### config.mk
export PLATFORM = sky130hd
export DESIGN_NAME = crossbar_cfg_ctrl
export DESIGN_NICKNAME = d
export VERILOG_FILES = /design/src/rtl/crossbar_cfg_ctrl.sv
export SDC_FILE = /design/constraint.sdc
export NUM_CORES = 1
export LEC_CHECK = 0
export BUFFER_PORTS_ARGS = -buffer_cell sky130_fd_sc_hd__buf_2
export CAP_MARGIN = 10
export CORE_AREA = 4 4 146 92
export DETAILED_ROUTE_END_ITERATION = 8
export DIE_AREA = 0 0 150 96
export PLACE_DENSITY = 0.8
export SYNTH_ARGS = -nofsm -noshare
export SYNTH_HDL_FRONTEND = slang
export SYNTH_SLANG_ARGS = --single-unit
### constraint.sdc
create_clock -name clk -period 3.4 [get_ports clk]
set_input_delay 0.68 -clock clk [delete_from_list [all_inputs] [get_ports clk]]
set_output_delay 0.68 -clock clk [all_outputs]
set_load 0.05 [all_outputs]
### src/rtl/crossbar_cfg_ctrl.sv
// Crossbar configuration front end: collects a (src,dst) map, rejects
// conflicting maps, drains in-flight data, then commits the ctrl matrix.
module crossbar_cfg_ctrl #(
   parameter int N = 8,
   parameter int DRAIN_CYC = 2*N-1,
   localparam int SW = $clog2(N)
) (
   input  logic            clk,
   input  logic            rst_n,
   input  logic            cfg_valid,
   output logic            cfg_ready,
   input  logic [SW-1:0]   cfg_src,
   input  logic [SW-1:0]   cfg_dst,
   input  logic            cfg_last,
   output logic [N*N-1:0]  ctrl,
   output logic            data_hold,
   output logic            cfg_done,
   output logic            cfg_err,
   output logic [2:0]      err_code
);

   localparam int IW = $clog2(N*N);
   localparam int CW = $clog2(DRAIN_CYC);

   typedef enum logic [1:0] {
      IDLE,
      LOAD,
      DRAIN,
      DISCARD
   } state_t;

   state_t          state, state_nxt;
   logic [N*N-1:0]  shadow;
   logic [N-1:0]    src_used;
   logic [N-1:0]    dst_used;
   logic [2:0]      err_acc;
   logic [CW-1:0]   cnt;

   logic            accept;
   logic            loading;
   logic            src_bad;
   logic            dst_bad;
   logic [2:0]      ent_err;
   logic [2:0]      err_all;
   logic [IW-1:0]   idx;

   logic            ready_nxt;
   logic            hold_nxt;
   logic            done_nxt;
   logic            err_nxt;
   logic [2:0]      code_nxt;

   assign accept  = cfg_valid & cfg_ready;
   assign loading = accept & ((state == IDLE) | (state == LOAD));
   assign src_bad = {1'b0, cfg_src} >= (SW+1)'(N);
   assign dst_bad = {1'b0, cfg_dst} >= (SW+1)'(N);
   assign idx     = IW'(cfg_src) * IW'(N) + IW'(cfg_dst);
   assign err_all = err_acc | ent_err;

   always_comb begin
      ent_err    = '0;
      ent_err[2] = src_bad | dst_bad;
      ent_err[0] = ~src_bad & src_used[cfg_src];
      ent_err[1] = ~dst_bad & dst_used[cfg_dst];
   end

   always_ff @(posedge clk or negedge rst_n) begin
      if (!rst_n) state <= IDLE;
      else        state <= state_nxt;
   end

   always_comb begin
      state_nxt = state;
      unique case (state)
         IDLE, LOAD: begin
            if (accept) begin
               if (cfg_last)
                  state_nxt = (err_all != '0) ? IDLE : DRAIN;
               else
                  state_nxt = (err_all != '0) ? DISCARD : LOAD;
            end
         end
         DRAIN: begin
            if (cnt == '0) state_nxt = IDLE;
         end
         DISCARD: begin
            if (accept && cfg_last) state_nxt = IDLE;
         end
         default: state_nxt = IDLE;
      endcase
   end

   // Outputs are computed one cycle ahead so every port is a flop.
   always_comb begin
      ready_nxt = (state_nxt != DRAIN);
      hold_nxt  = (state_nxt == DRAIN);
      done_nxt  = (state == DRAIN) && (cnt == '0);
      err_nxt   = 1'b0;
      code_nxt  = '0;
      if (accept && cfg_last) begin
         if (state == DISCARD) begin
            err_nxt  = 1'b1;
            code_nxt = err_acc;
         end else if (loading && err_all != '0) begin
            err_nxt  = 1'b1;
            code_nxt = err_all;
         end
      end
   end

   always_ff @(posedge clk or negedge rst_n) begin
      if (!rst_n) begin
         cfg_ready <= 1'b1;
         data_hold <= 1'b0;
         cfg_done  <= 1'b0;
         cfg_err   <= 1'b0;
         err_code  <= '0;
         ctrl      <= '0;
      end else begin
         cfg_ready <= ready_nxt;
         data_hold <= hold_nxt;
         cfg_done  <= done_nxt;
         cfg_err   <= err_nxt;
         err_code  <= code_nxt;
         if (done_nxt) ctrl <= shadow;
      end
   end

   always_ff @(posedge clk or negedge rst_n) begin
      if (!rst_n) begin
         shadow   <= '0;
         src_used <= '0;
         dst_used <= '0;
         err_acc  <= '0;
         cnt      <= '0;
      end else begin
         if (done_nxt || err_nxt) begin
            shadow   <= '0;
            src_used <= '0;
            dst_used <= '0;
            err_acc  <= '0;
         end else if (loading) begin
            err_acc <= err_all;
            if (!src_bad) src_used[cfg_src] <= 1'b1;
            if (!dst_bad) dst_used[cfg_dst] <= 1'b1;
            if (!src_bad && !dst_bad) shadow[idx] <= 1'b1;
         end
         if (state_nxt == DRAIN && state != DRAIN)
            cnt <= CW'(DRAIN_CYC-1);
         else if (state == DRAIN)
            cnt <= cnt - 1'b1;
      end
   end

endmodule
Yosys cells after proc, flatten, opt, wreduce, memory -nomap -nowiden
Index checks and enable logic that the tools add are counted.
Operators by class
  $add $sub $neg: 2
  order comparisons: 6
  equality and inequality tests: 6
  mux-type cells: 33
  bitwise logic cells: 7
  reductions and logical operators: 14
Operators by type and width (count)
  $mux 64: 2
  $or 64x64->64: 1
  $mux 8: 4
  $or 8x8->8: 2
  $mux 3: 5
  $mux 2: 6
  $lt 3x4->1 const B: 2
  $mux 1: 8
  $mux 4: 2
  $logic_and 1x1->1: 7
  $lt 6x7->1 const B: 1
  $add 6x3->6: 1
  $bmux 1 s3: 2
  $demux 1 s3: 2
  $demux 1 s6: 1
  $eq 2x2->1 const B: 3
  $ge 3x1->1 const B: 2
  $ge 6x1->1 const B: 1
  $pmux 2 s3: 1
  $logic_not 4->1: 1
  $ne 2x2->1 const B: 2
  $reduce_bool 2->1: 2
  $sub 4x1->4 const B: 1
  $or 3x2->3: 1
  7 further kinds: 8
Word-level totals
  register bits: 160
  input port bits: 10
  output and inout port bits: 71
  logic and storage cells: 80

Logic depth before layout (Yosys ltp)
  depth after elaboration: 11
  gate-level depth with buffers: 7
  gate-level depth less buffers: 6

Worst setup path after synthesis
Ideal clock, no wire load.
  path kind: input to register
  start point: input port cfg_dst[1]
  end point: register dst_used[0]
  library setup time: 0.088 ns
  arrival: 2.391 ns
  required time: 3.312 ns
  setup slack: 0.921 ns
  stages: 7
  buffers on the path: 3
  cell sequence: buf_6 > mux2_4 > mux4_2 > a2111o_1 > buf_6 > buf_6 > a211oi_2
Between the ends
  cells in the longest elaborated chain, start to end: 10
Ends and longest elaborated chain
  start: declaration: line 13  | input logic [SW-1:0] cfg_dst,
  $bmux 1 s3: line 64  | ent_err[1] = ~dst_bad & dst_used[cfg_dst];
  $mux 1 (not written as such): line 64
  $or 3x2->3: line 58  | assign err_all = err_acc | ent_err;
  $reduce_bool 3->1: line 104  | end else if (loading && err_all != '0) begin
  $logic_and 1x1->1: line 104
  $mux 1: line 104
  $mux 1: line 101  | if (state == DISCARD) begin
  $mux 1: line 100  | if (accept && cfg_last) begin
  $logic_or 1x1->1: line 137  | if (done_nxt || err_nxt) begin
  $mux 8 / $reduce_bool 2->1 (equally long branches)
  end signal: assignment: line 133  | dst_used <= '0;
  end signal: assignment: line 140  | dst_used <= '0;
  end signal: indexed assignment: line 145  | if (!dst_bad) dst_used[cfg_dst] <= 1'b1;
  end: declaration: line 35  | logic [N-1:0] dst_used;
Several ways; a longest one is shown, not always the timed one. The select of a mux whose other input is x is not followed.
A chain may end at the register's enable or synchronous reset.

Worst setup path in the final report
  start point: input port cfg_dst[1]
  end point: register shadow[23]
Between the ends
  cells in the longest elaborated chain, start to end: 10
Ends and longest elaborated chain
  branches (longest 10 deep; another with $lt 6x7->1)
  end signal: assignment: line 131  | shadow <= '0;
  end signal: assignment: line 138  | shadow <= '0;
  end signal: indexed assignment: line 146  | if (!src_bad && !dst_bad) shadow[idx] <= 1'b1;
  end: declaration: line 33  | logic [N*N-1:0] shadow;
Parallel ways; which one is timed is not known. The select of a mux whose other input is x is not followed.

==> qor.yml <==
layout:
  fillCellCount: 873
  finalNonFillerCells: 785
  area_delta_synth_final_pct: 16.53
  seqCellArea_mm2: 0.003980
  antenna_cells: 0
  final_common_cell: "dfrtp_1"
  layout_common_cells: "dfrtp_1 (158), a211oi_2 (80), buf_2 (79)"
  nets: 618
  multiInputGateArea_mm2: 0.002833
  drive_gt1_frac: 0.4613
critical_path:
  path_cells: "buf_2, mux2_2, mux4_2, a2111o_2, buf_4, a211oi_2"
  worstPathArrival_ns: 2.98
  cp.required_ns: 3.73
  critical_path_class: "in -> reg"
  endpoint_kind: "flip-flop"
  rrSetupSlack_ns: 0.95
  worstPathMaxFanout: 51
  critPathBufInv: 2
  cpMaxStageDelayCell: "mux4_2"
  cp-start-kind: "primary input"
  crit_path_max_incr_delay_ns: 0.53
  cp_top_family: "multiplexers"
placed_design:
  globalplace.congestion: 0.8767
  post-place-cells: 753
  dp_hpwl_um: 10290
  io_buffers: 80
grt:
  grt_max_degree: 82
  gr-total-overflow: 0
  grt_usage: 0.2397
  antenna_found_initial: 0
  grt_pass1_wl_um: 26410
  grt_pass1_vias: 4897
floorplan:
  core_area_mm2: 0.01195
  start_util: 0.5910
  die_area_mm2: 0.01440
  io-pin-count: 81
  row_count: 31
  die_width_um: 150
  die_h_um: 96
logic_synthesis:
  ys_ff_latch: 159
  synthMuxAreaShare: 0.1175
  ys_dominant_reg_cell: "dfrtp_1"
  synth_async_sr_flop_share: 1.000
  synth-compound-area-share: 0.2160
  synth.distinct_cells: 44
  synth_top_family_by_area: "compound AO/OA/AOI/OAI gates"
  synth_nets: 549
  synth_cells: 538
  synth-seq-area-share: 0.5637
  synth_xor_area_frac: 0
  yosysTopAreaCell: "dfrtp_1"
  avgSynthCellArea_um2: 13.12
  synth_adder_area_share: 0.001772
  netlist_area_mm2: 0.007061
  synth-simple-area-share: 0.06273
  yosys_warnings: 0
  ys_top_cells_by_area: "dfrtp_1 (56%), a211oi_2 (14%), mux2_2 (11%), a21oi_1 (5.1%), clkbuf_1 (1.7%)"
  yosysTopAreaCellShare: 0.5600
  synth_edf_count: 0
drt:
  drtIter0Drc: 360
  wirelength_um: 16160
  num_vias: 4809
  first_pass_iters: 5
  drtAntennaViolNets: 0
  wire_per_inst_um: 20.58
  drc_errors: 0
  vias_per_cell: 6.126
cts:
  postCtsSetupBuffers: 0
  cts_buffer_depth: 2
  cts_num_sinks: 159
  cts_made_buffers: 17
  hold_buffers: 0
  cts_tree: "yes"
  post_cts_resized: 0
  cts_root_buf: "clkbuf_16"
  worst_skew_pair.late_latency_ns: 0.42
  clkTransAtPathRegs_ns: 0.06
  h-tree-depth: 4
sta:
  clock_skew_ns: 0.006486
  holdWs_ns: 0.2919
  setup_viol: 0
  tns_ns: 0
  worstMarginPinSlew_ns: 1.058
  clock.fmax_mhz: 377.6
  slew_viol_final: 0
  period_minus_slack_ns: 2.649
  rsz0062_at_grt: "no"
  period_share: 0.7790
  slew_headroom: 0.2893
  finalHoldViolCount: 0
power:
  p_leak_nw: 3.977
  power.density_mw_per_mm2: 682.7
  ir_drop_v: 0.0005454
outcome:
  status: "complete, no violations"
min_path:
  hold_class: "in -> async"
flow_run:
  maxCapViolations: 0
==> worst paths after layout <==
path	from	endpoint	cells after the start
hold reg to reg	ctrl[15]	ctrl[15]	1
min in group clk	ctrl[15]	ctrl[15]	1
max in group asynchronous	rst_n	cfg_ready	2
hold / removal	rst_n	ctrl[10]	1
setup / recovery	cfg_dst[1]	shadow[23]	6
setup reg to reg	dst_used[5]	shadow[23]	5
==> cells by family after synthesis <==
group | count (synthesis)
AOI/OAI and AO/OA | 174
DFF | 159
and+or+nand+nor | 80
muxes | 72
buffers and inverters | 51
adders and majority gates | 1
other | 1
==> cell type report <==
type | count | share of cell area
clock buffers | 22 | 0.05763
multi-input cells | 328 | 0.3443
flip-flops and latches | 159 | 0.4837
inverters | 4 | 0.001825
well taps | 165 | 0.02509
clock inverters | 10 | 0.01642
repair buffers | 97 | 0.07102
==> power breakdown <==
group / switching [mW] / total [mW] / internal (mW)
Combinational: 0.928 / 1.35 / 0.419
Clock: 0.750 / 1.96 / 1.21
Sequential: 0.177 / 2.31 / 2.13
==> routing by layer <==
| layer | routed length (µm) | share of wire | vias to the layer above | global-route usage |
|---|---|---|---|---|
| met5 | 0 | 0 | - | 0 |
| met4 | 207 | 0.013 | 0 | 0.07839 |
| met3 | 1053 | 0.065 | 23 | 0.06165 |
| met2 | 7611 | 0.47 | 174 | 0.3692 |
| met1 | 7284 | 0.45 | 2486 | 0.3368 |
| li1 | - | - | 2126 | - |
==> metrics by stage <==
step	power (mW)	util	cell area, µm²	setup WS, ns
after global routing	5.877	0.6887	8228	0.6483
after CTS	5.620	0.6887	8228	0.7718
after global placement	3.592	0.6377	7619	0.4757
final	5.617	0.6887	8228	0.7514
after floorplan	3.432	-	7061	0.9206
after detailed placement	3.666	0.6377	7619	0.3508
==> synth_stat cells (all sizes together) (2+ instances only) <==
master,count
nor2,19
a2111o,2
clkbuf,32
nand3,5
nor3,8
nand2,11
nor2b,3
a21oi,72
nor3b,5
nor4,2
o31ai,2
nand3b,7
a21boi,2
a31oi,6
and3b,4
buf,15
inv,4
dfrtp,158
or3,2
a211oi,81
mux2,71
o21ai,2
and2,3
nand2b,6
==> state kept, by name, indices dropped and copies added (netlist names) <==
signal and flops:
shadow 64, ctrl 64, cfg_err 1, state 2, err_code 3, src_used 8
dst_used 8, data_hold 1, cnt 4, err_acc 2, cfg_ready 1, cfg_done 1
No activity file was read; power rests on OpenSTA's default activity.
